[src/rtl/ort_pulse_sequencer.sv]
// Arbitrates requesters A/B onto one ORT cell: data pulse, clock pulse after SETUP_CYC,
// then waits for the synchronized output toggle or a timeout. Drive lines signal by toggling.
module ort_pulse_sequencer #(
  parameter int SETUP_CYC   = 3,
  parameter int TIMEOUT_CYC = 16,
  parameter int GAP_CYC     = 2,
  parameter int MERGE       = 0,
  parameter int CNT_W       = 16
) (
  input  logic             clk,
  input  logic             rst_n,
  input  logic             req_a,
  input  logic             req_b,
  output logic             gnt_a,
  output logic             gnt_b,
  output logic             drive_a,
  output logic             drive_b,
  output logic             drive_clk,
  input  logic             ort_out,
  output logic             busy,
  output logic             done,
  output logic             err,
  output logic [1:0]       err_code,
  output logic [CNT_W-1:0] tx_count,
  output logic [CNT_W-1:0] err_count
);

  localparam logic [1:0] IDLE    = 2'd0;
  localparam logic [1:0] SETUP   = 2'd1;
  localparam logic [1:0] CLKWAIT = 2'd2;
  localparam logic [1:0] RECOVER = 2'd3;

  localparam logic [15:0] SETUP_LAST = 16'(SETUP_CYC - 1);
  localparam logic [15:0] TO_LAST    = 16'(TIMEOUT_CYC - 1);
  localparam logic [15:0] GAP_LAST   = 16'(GAP_CYC);

  logic [1:0]  state;
  logic [15:0] cnt;
  logic        last_b;
  logic        sync1, sync2, sync_prev;
  logic        out_evt;
  logic        pick_a, pick_b;

  assign busy    = (state != IDLE);
  assign out_evt = sync2 ^ sync_prev;

  // last_b records which side won the last single-side grant; merged grants leave it alone.
  always_comb begin
    pick_a = 1'b0;
    pick_b = 1'b0;
    if (req_a && req_b) begin
      if (MERGE != 0) begin
        pick_a = 1'b1;
        pick_b = 1'b1;
      end else if (last_b) begin
        pick_a = 1'b1;
      end else begin
        pick_b = 1'b1;
      end
    end else begin
      pick_a = req_a;
      pick_b = req_b;
    end
  end

  always_ff @(posedge clk or negedge rst_n) begin
    if (!rst_n) begin
      sync1     <= 1'b0;
      sync2     <= 1'b0;
      sync_prev <= 1'b0;
    end else begin
      sync1     <= ort_out;
      sync2     <= sync1;
      sync_prev <= sync2;
    end
  end

  always_ff @(posedge clk or negedge rst_n) begin
    if (!rst_n) begin
      state     <= IDLE;
      cnt       <= '0;
      last_b    <= 1'b1;
      gnt_a     <= 1'b0;
      gnt_b     <= 1'b0;
      drive_a   <= 1'b0;
      drive_b   <= 1'b0;
      drive_clk <= 1'b0;
      done      <= 1'b0;
      err       <= 1'b0;
      err_code  <= 2'b00;
      tx_count  <= '0;
      err_count <= '0;
    end else begin
      gnt_a <= 1'b0;
      gnt_b <= 1'b0;
      done  <= 1'b0;
      err   <= 1'b0;

      // An output toggle outside CLKWAIT is flagged but never disturbs the sequence.
      if (out_evt && state != CLKWAIT) begin
        err      <= 1'b1;
        err_code <= 2'b11;
        if (err_count != '1) err_count <= err_count + CNT_W'(1);
      end

      case (state)
        IDLE: begin
          if (pick_a || pick_b) begin
            gnt_a   <= pick_a;
            gnt_b   <= pick_b;
            drive_a <= drive_a ^ pick_a;
            drive_b <= drive_b ^ pick_b;
            if (pick_a ^ pick_b) last_b <= pick_b;
            cnt     <= '0;
            state   <= SETUP;
          end
        end
        SETUP: begin
          if (cnt == SETUP_LAST) begin
            drive_clk <= ~drive_clk;
            cnt       <= '0;
            state     <= CLKWAIT;
          end else begin
            cnt <= cnt + 16'd1;
          end
        end
        CLKWAIT: begin
          if (out_evt) begin
            done     <= 1'b1;
            err_code <= 2'b00;
            tx_count <= tx_count + CNT_W'(1);
            cnt      <= '0;
            state    <= RECOVER;
          end else if (cnt == TO_LAST) begin
            done     <= 1'b1;
            err      <= 1'b1;
            err_code <= 2'b01;
            if (err_count != '1) err_count <= err_count + CNT_W'(1);
            cnt      <= '0;
            state    <= RECOVER;
          end else begin
            cnt <= cnt + 16'd1;
          end
        end
        default: begin
          if (cnt >= GAP_LAST) begin
            cnt   <= '0;
            state <= IDLE;
          end else begin
            cnt <= cnt + 16'd1;
          end
        end
      endcase
    end
  end

endmodule

[config.mk]
export PLATFORM = sky130hd
export DESIGN_NAME = ort_pulse_sequencer
export DESIGN_NICKNAME = d
export VERILOG_FILES = /design/src/rtl/ort_pulse_sequencer.sv
export SDC_FILE = /design/constraint.sdc
export NUM_CORES = 1
export LEC_CHECK = 0
export ABC_CLOCK_PERIOD_IN_PS = 2960
export BUFFER_PORTS_ARGS = -buffer_cell sky130_fd_sc_hd__clkbuf_2
export CORE_MARGIN = 1
export CORE_UTILIZATION = 56
export DETAILED_ROUTE_END_ITERATION = 16
export GPL_ROUTABILITY_DRIVEN = 0
export GPL_TIMING_DRIVEN = 1
export PLACE_DENSITY_LB_ADDON = 0.3
export SYNTH_ARGS = -nofsm -noshare
export SYNTH_HDL_FRONTEND = slang
export SYNTH_SLANG_ARGS = --single-unit
[constraint.sdc]
create_clock -name clk -period 2.96 [get_ports clk]
set_input_delay 0.444 -clock clk [delete_from_list [all_inputs] [get_ports clk]]
set_output_delay 0.444 -clock clk [all_outputs]
set_load 0.005 [all_outputs]
* After elaboration in Yosys (flattened, before gate mapping)
Cells that the tools add are included.
** Storage, ports and cells
- Input port bits :: 5
- Output and inout port bits :: 42
- Flip-flop bits (word level) :: 63
** Cells by class
- Bitwise logic cells :: 5
- Magnitude comparators :: 1
- Mux-type cells :: 37
- Add/subtract/negate cells :: 3
- Reductions and logical operators :: 11
- Equality and inequality tests :: 9
** Operators by type and width (count)
- $mux 16 :: 11
- $add 16x1->16 const B :: 3
- $pmux 16 s3 :: 1
- $mux 2 :: 9
- $eq 16x2->1 const B :: 1
- $eq 16x4->1 const B :: 1
- $ge 16x2->1 const B :: 1
- $ne 16x16->1 const B :: 1
- $mux 1 :: 15
- $ne 2x2->1 const B :: 3
- $pmux 2 s3 :: 1
- $reduce_and 2->1 :: 3
- $reduce_and 4->1 :: 1
- $reduce_bool 4->1 :: 1
- $xor 1x1->1 :: 4
- $ne 3x3->1 const B :: 1
- $reduce_and 3->1 :: 1
- $eq 2x1->1 const B :: 1
- $eq 2x2->1 const B :: 1
- $logic_and 1x1->1 :: 2
- $logic_not 2->1 :: 1
- $reduce_bool 2->1 :: 1
- $logic_or 1x1->1 :: 1
- $not 1->1 :: 1

* Longest topological paths before layout
Gate-level depths: netlist (run 1).
- Depth after elaboration :: 7
- Depth in mapped cells :: 8
- Mapped depth without buffers :: 7

* Least setup slack after synthesis (run 1)
No wires, ideal clock.
- Path type :: flip-flop to flip-flop
- Start point :: register cnt[8]
- End point :: register err_count[15]
- Cell stages (with the launch flop) :: 6
- Required time :: 2832 ps
- Setup slack :: 586 ps
- Data arrival time :: 2246 ps
- Path through :: dfrtp_1 > or4_4 > nor4_4 > a21boi_2 > or4b_1 > mux2_1
** Between the ends
- Longest elaborated chain between the ends :: 4
** Ends and longest elaborated chain
- from (decl) :: RTL line 38 : logic [15:0] cnt;
- from (signal assigned) :: RTL line 124 : cnt <= cnt + 16'd1;
- from (signal assigned) :: RTL line 142 : cnt <= cnt + 16'd1;
- from (signal assigned) :: RTL line 150 : cnt <= cnt + 16'd1;
- $eq 16x4->1 :: RTL line 134 : end else if (cnt == TO_LAST) begin
- $mux 16 :: RTL line 134
- $mux 16 :: RTL line 128 : if (out_evt) begin
- $mux 16 :: RTL line 106 : case (state)
- to (signal assigned) :: RTL line 103 : if (err_count != '1) err_count <= err_count + CNT_W'(1);
- to (signal assigned) :: RTL line 138 : if (err_count != '1) err_count <= err_count + CNT_W'(1);
- to (decl) :: RTL line 25 : output logic [CNT_W-1:0] err_count
Every way passes these cells.
A chain may end at the register's enable or synchronous reset.

* Worst setup path in the final report (run 1)
- Start point :: register cnt[12]
- End point :: register err_count[15]
Same word-level chain as after synthesis.

==> results.json, run 1 <==
{
  "grt_max_degree": 36,
  "ir_worst_vdd_uv": 486,
  "synthFlopType": "dfrtp_1",
  "synth_top_family_by_area": "simple AND/OR/NAND/NOR gates",
  "synth_edf_count": 0,
  "grt_pass1_vias": 2054,
  "tightest_slew_ps": 530,
  "hold_viol": 0,
  "finalCritPeriodShare_pct": 81.9,
  "yosysSeqAreaShare_pct": 52.9,
  "die_area_um2": 5620,
  "fmax_mhz": 413,
  "multi_input_area_um2": 1350,
  "drt-pass1-iter-count": 4,
  "crit_path_start_kind": "flip-flop",
  "ys_seq_elements": 63,
  "track_usage_pct": 22.5,
  "avgSynthCellArea_um2": 10.7,
  "clock_skew_ps": 6.99,
  "cts_tree": "done",
  "ys_top_cells_by_area": "dfrtp_1 52%, xor2_1 7.3%, xnor2_1 5.3%, nor2_1 3.8%, ha_1 3.4%",
  "ant_nets": 0,
  "avgViaCountPerCell": 5.38,
  "placed_area_um2": 3330,
  "routed.top_layer": "met4",
  "wl_met1_um": 2660,
  "cp_data_arrival_time_ps": 2640,
  "numCtsBuffers": 9,
  "post-cts-setup-buffers": 0,
  "synthXorXnorAreaFrac_pct": 12.6,
  "maxCapViolCount": 0,
  "synth.area.mux_share_pct": 2.64,
  "hp-class": "in -> reg",
  "p_leak_uw": 0.00171,
  "rsz0062_at_grt": "false",
  "clock_path_buffers": 2,
  "fp.dieH_um": 75.0,
  "fin_area_um2": 3580,
  "yosysTopAreaCell": "dfrtp_1",
  "port_buffers": 46,
  "pin_count": 47,
  "cts_root_buf": "clkbuf_8",
  "synthAdderAreaFrac_pct": 3.36,
  "numClockSinks": 63,
  "area_delta_synth_final_pct": 20.2,
  "diodes": 0,
  "ctsHtreeMaxLevel": 3,
  "fin_nets": 352,
  "synthSimpleGateAreaFrac_pct": 22.2,
  "antenna_found_initial": 0,
  "relSlewSlack_pct": 64.6,
  "criticalPathCategory": "reg -> reg",
  "ff_latch_area_um2": 1580,
  "grt_pass1_wl_um": 9310,
  "setup_violations": 0,
  "synth_common_cells": "62 x dfrtp_1, 30 x nor2_1, 25 x xor2_1",
  "async_flop_share_pct": 100,
  "final.setup.tns_ps": 0,
  "crit_required_ps": 3180,
  "route.met2.wl_um": 2590,
  "cp-end-kind": "flip-flop",
  "detailedRoute.firstIterationViolations": 90,
  "vias": 2228,
  "syn_area_um2": 2980,
  "clock_latency_ps": 330,
  "syn-num-nets": 291,
  "synth.top_cell.area_share_pct": 52.1,
  "initial_core_util_pct": 58.4,
  "worstPathMaxFanout": 5,
  "status": "finished clean",
  "synth_compound_area_share_pct": 4.41,
  "fillers": 399,
  "yosysMostFrequentCell": "dfrtp_1",
  "core_um2": 5110,
  "routed_wl_um": 5540,
  "place_hpwl_um": 4050,
  "synthCells": 278,
  "clk_pin_slew_ps": 70,
  "yosys_warnings": 0,
  "row_count": 26,
  "min_period_ps": 2420,
  "p_per_area_nw_per_um2": 786,
  "wl_per_cell_um": 13.4,
  "slew_violations": 0,
  "drc": 0,
  "finalPower_uw": 2810,
  "fp.dieW_um": 75.0,
  "grt-ovfl-total": 0,
  "synth.distinct_cells": 39,
  "dr_wl_met3_um": 218,
  "drive_gt1_share_pct": 23.8
}
cell usage in the layout (no fill, tap or decap), drive strengths merged, types with 6 or more instances in the layout:
cell type,instances
nor2,30
dfrtp,62
and3,6
buf,6
inv,11
nand3,19
o21ai,6
clkbuf,58
nor3,11
xnor2,18
nand2,21
nand4,10
mux2,7
xor2,25
ha,8
timing repair:
| action | in CTS | in global routing |
|---|---|---|
| gates resized for setup | 0 | 0 |
| hold buffers | 1 | 0 |
| endpoints found under the hold margin | 7 | 0 |
report_power, final:
part / internal [uW] / switching (uW) / leakage (uW)
logic: 352 / 405 / 0.000766
clock network: 545 / 332 / 0.000119
registers: 1020 / 156 / 0.000830
total: 1920 / 893 / 0.00171
registers in the layout, indices dropped and copies added, names as in the netlist, 2 cells and up:
name,cells
state,2
cnt,16
err_count,16
tx_count,16
err_code,2
kinds of logic (layout without fill, tap and decap cells):
logic type | Yosys count | after routing
buffers and inverters | 14 | 80
multiplexers | 7 | 7
flip-flops | 63 | 63
AO/OA/AOI/OAI | 19 | 19
XOR/XNOR | 43 | 43
adder cells (fa/ha/maj) | 8 | 8
AND/OR/NAND/NOR | 124 | 124
worst paths after layout:
check	startpoint	endpoint	slack, ps	cells past startpoint
max	cnt[12]	err_count[15]	540	5
min	ort_out	sync1	220	1
max reg2reg	cnt[12]	err_count[15]	540	5
min reg2reg	sync1	sync2	400	0
max in group asynchronous	rst_n	err_count[13]	1790	3
min in group asynchronous	rst_n	drive_clk	490	2
final cells by class:
cell class                      count  share of cell area (%)
Clock inverter                      4                    2.13
Timing Repair Buffer               53                    7.96
Multi-Input combinational cell    201                    37.7
Sequential cell                    63                    44.0
Inverter                           11                    1.15
Clock buffer                       12                    4.61
Tap cell                           70                    2.44
per-layer routing:
metal / GRT usage (%) / vias up
met3: 5.22 / 9
met1: 30.9 / 1062
met5: 0 / -
met2: 33.6 / 61
met4: 11.3 / 0
li1: - / 1096
worst max-delay path, stage by stage, from the launching register on:
cell      delay (ps)
dfrtp_1          420
or4_4            580
nor4_4           400
a21boi_2         100
or4b_1           480
mux2_1           320
stage by stage:
step	hold slack, ps	cells	setup WS, ps	util, %
4_1_cts	212	414	524	70.1
3_5_place_dp	304	397	525	65.2
2_1_floorplan	148	278	586	-
5_1_grt	208	414	443	70.1
6_report	220	414	537	70.1
3_3_place_gp	298	397	561	65.2
Power figures use the tool's default switching activity.
==> run 2: changes to the inputs <==
--- a/config.mk
+++ b/config.mk
@@ -5,10 +5,11 @@
 export SDC_FILE = /design/constraint.sdc
 export NUM_CORES = 1
 export LEC_CHECK = 0
-export ABC_CLOCK_PERIOD_IN_PS = 2960
+export ABC_AREA = 1
+export ABC_CLOCK_PERIOD_IN_PS = 2300
 export BUFFER_PORTS_ARGS = -buffer_cell sky130_fd_sc_hd__clkbuf_2
 export CORE_MARGIN = 1
-export CORE_UTILIZATION = 56
+export CORE_UTILIZATION = 58
 export DETAILED_ROUTE_END_ITERATION = 16
 export GPL_ROUTABILITY_DRIVEN = 0
 export GPL_TIMING_DRIVEN = 1
==> constraint.sdc (replaced) <==
create_clock -name clk -period 2.3 [get_ports clk]
set_input_delay 0.345 -clock clk [delete_from_list [all_inputs] [get_ports clk]]
set_output_delay 0.345 -clock clk [all_outputs]
set_load 0.005 [all_outputs]
==> run 2 against run 1 <==
Non-clock buffer count fell by 6. Highest routed layer unchanged. The flow now finishes with violations (hold timing). Cell count rose by 35%. First-iteration DRC count rose by 130%. Worst setup slack got worse by 290 ps. Flip-flop and latch count did not move. Critical path depth rose by 4. Critical path type unchanged. Core utilization rose by 1.2 points. Power rose by 33%. Clock power rose by 35%.
==> results.json, run 2 <==
{
  "grt-ovfl-total": 0,
  "yosysTopAreaCell": "dfrtp_1",
  "synthCells": 428,
  "drive_gt1_share_pct": 19.5,
  "ys_top_cells_by_area": "dfrtp_1 44%, nand2_1 11%, inv_1 5.4%, nand3_1 5.3%, nor2_1 4.6%",
  "cp-end-kind": "flip-flop",
  "fmax_mhz": 488,
  "p_leak_uw": 0.00206,
  "p_per_area_nw_per_um2": 927,
  "seq_power_share_pct": 40.6,
  "drt-pass1-iter-count": 5,
  "criticalPathCategory": "reg -> reg",
  "avgViaCountPerCell": 5.50,
  "rsz0062_at_grt": "false",
  "crit_chain": "inv_1, ha_1, nand2_2, clkinv_1, nor2_1, nand3_1, nand2_1, nand2_1, a21oi_1",
  "violations": "hold timing",
  "area_delta_synth_final_pct": 15.6,
  "finalPower_uw": 3760,
  "numClockSinks": 63,
  "die_area_um2": 6360,
  "fillers": 454,
  "r2r_cells": 9,
  "setup_violations": 0,
  "async_flop_share_pct": 100,
  "relSlewSlack_pct": 59.6,
  "core_um2": 5680,
  "ant_nets": 0,
  "worstPathMaxFanout": 17,
  "fin_nets": 495,
  "avgSynthCellArea_um2": 8.19,
  "crit_path_start_kind": "flip-flop",
  "clock_path_buffers": 2,
  "largestRegisters": "cnt: 16 flops, err_count: 16 flops, tx_count: 16 flops",
  "final_util_pct": 71.4,
  "wl_met1_um": 3310,
  "clkPwrFrac_pct": 31.3,
  "pin_count": 47,
  "route.met2.wl_um": 3790,
  "min_period_ps": 2050,
  "finalCritPeriodShare_pct": 89.1,
  "synth_common_cells": "102 x nand2_1, 62 x dfrtp_1, 50 x inv_1",
  "yosysSeqAreaShare_pct": 45.0,
  "routed.top_layer": "met4",
  "grt_pass1_wl_um": 12900,
  "internal_power_uw": 2440,
  "synth.top_cell.area_share_pct": 44.3,
  "fp.dieW_um": 79.7,
  "vias": 3077,
  "clock_latency_ps": 350,
  "cts_root_buf": "clkbuf_8",
  "synth_edf_count": 0,
  "p_comb_share_pct": 28.1,
  "synth.distinct_cells": 35,
  "postCtsResizedCells": 0,
  "clk_pin_slew_ps": 70,
  "cp_data_arrival_time_ps": 2320,
  "layout_commonest_cell": "nand2_1",
  "cts_hold_buf": 0,
  "fp.dieH_um": 79.7,
  "drc": 0,
  "final.setup.tns_ps": 0,
  "ctsHtreeMaxLevel": 3,
  "ys_seq_elements": 63,
  "holdWs_ps": -10.6,
  "numCtsBuffers": 9,
  "dr_wl_met3_um": 343,
  "maxCapViolCount": 0,
  "hp-class": "in -> async",
  "hold_viol": 12,
  "place_hpwl_um": 5370,
  "yosysMostFrequentCell": "nand2_1",
  "clock_skew_ps": 7.41,
  "slew_violations": 0,
  "tightest_slew_ps": 606,
  "final_cell_mix": "102 x nand2_1, 62 x dfrtp_1, 50 x inv_1",
  "critPathMaxStageDelay_ps": 390,
  "diodes": 0,
  "post-cts-setup-buffers": 0,
  "grt_pass1_vias": 2881,
  "status": "complete, but fails checks",
  "syn_area_um2": 3500,
  "antenna_found_initial": 0,
  "row_count": 27,
  "detailedRoute.firstIterationViolations": 211,
  "wl_per_cell_um": 13.5,
  "grt_max_degree": 42,
  "multi_input_area_um2": 1690,
  "cp_common_cell": "nand2_1",
  "synthFlopType": "dfrtp_1",
  "track_usage_pct": 26.7,
  "yosys_warnings": 0,
  "p_sw_share_pct": 35.0,
  "syn-num-nets": 441,
  "crit_slowest_cell": "dfrtp_1",
  "routed_wl_um": 7560,
  "ff_latch_area_um2": 1580,
  "switchingPower_uw": 1320,
  "ir_worst_vdd_uv": 752,
  "cts_tree": "done",
  "crit_required_ps": 2570,
  "initial_core_util_pct": 61.8,
  "port_buffers": 46
}
[run 2: changes by cell type in the layout (fill, tap and decap cells not counted), sizes merged, moves of 5 or more]
| cell | delta |
|---|---|
| and3 | -5 |
| nand4 | +5 |
| a21oi | +11 |
| nor2 | +25 |
| o21ai | +18 |
| mux2 | -7 |
| nand3 | +20 |
| nand2 | +87 |
| inv | +42 |
| xor2 | -9 |
| buf | -5 |
[run 2: power groups by stage]
stage / sequential [uW] / clock (uW) / combinational (uW)
after floorplan: 1520 / 0 / 711
after global placement: 1520 / 0 / 1000
after detailed placement: 1540 / 0 / 1040
after CTS: 1520 / 1190 / 1070
after global routing: 1550 / 1240 / 1200
final: 1530 / 1180 / 1050
[run 2: cell families after synthesis]
group	synth area share [%]
AO/OA/AOI/OAI	6.25
XOR/XNOR	7.50
adder cells (fa/ha/maj)	2.86
buffers and inverters	6.89
flip-flops	45.0
AND/OR/NAND/NOR	31.5
[run 2: routing by layer]
| layer | vias to the layer above | track usage (%) |
|---|---|---|
| met5 | - | 0 |
| met4 | 0 | 12.3 |
| met3 | 12 | 4.57 |
| met2 | 95 | 43.9 |
| met1 | 1487 | 34.2 |
| li1 | 1483 | - |
[run 2: worst paths after layout]
| kind | from | to | slack [ps] |
|---|---|---|---|
| worst max register to register | state[0] | cnt[7] | 250 |
| worst min register to register | sync1 | sync2 | 370 |
| worst min-delay path | rst_n | cnt[13] | -10 |
| worst max-delay path | state[0] | cnt[7] | 250 |
| max in group asynchronous | rst_n | last_b | 1610 |
| min in group clk | ort_out | sync1 | 120 |
[run 2: cell type report]
class / instances / share of cell area (%)
Inverter: 54 / 5.00
Sequential cell: 63 / 38.9
Timing Repair Buffer: 47 / 6.18
Tap cell: 72 / 2.22
Multi-Input combinational cell: 307 / 41.6
Clock buffer: 9 / 3.06
Clock inverter: 7 / 3.00
[run 2: per-stage QoR]
step                worst slack (ps)  area [um^2]  std cells  hold WS (ps)
floorplan                        728         3500        428          49.4
global placement                 514         3810        543           335
detailed placement               359         3810        543           356
CTS                              299         4050        559          9.31
global route                    54.1         4050        559          48.7
finish                           251         4050        559         -10.6
[run 2: critical path, delay by kind of cell, from the launching register on]
kind / cells / cell delay (ps)
buffers and inverters: 2 / 410
AND/OR/NAND/NOR: 5 / 770
flip-flops: 1 / 390
adder cells (fa/ha/maj): 1 / 260
AO/OA/AOI/OAI: 1 / 140
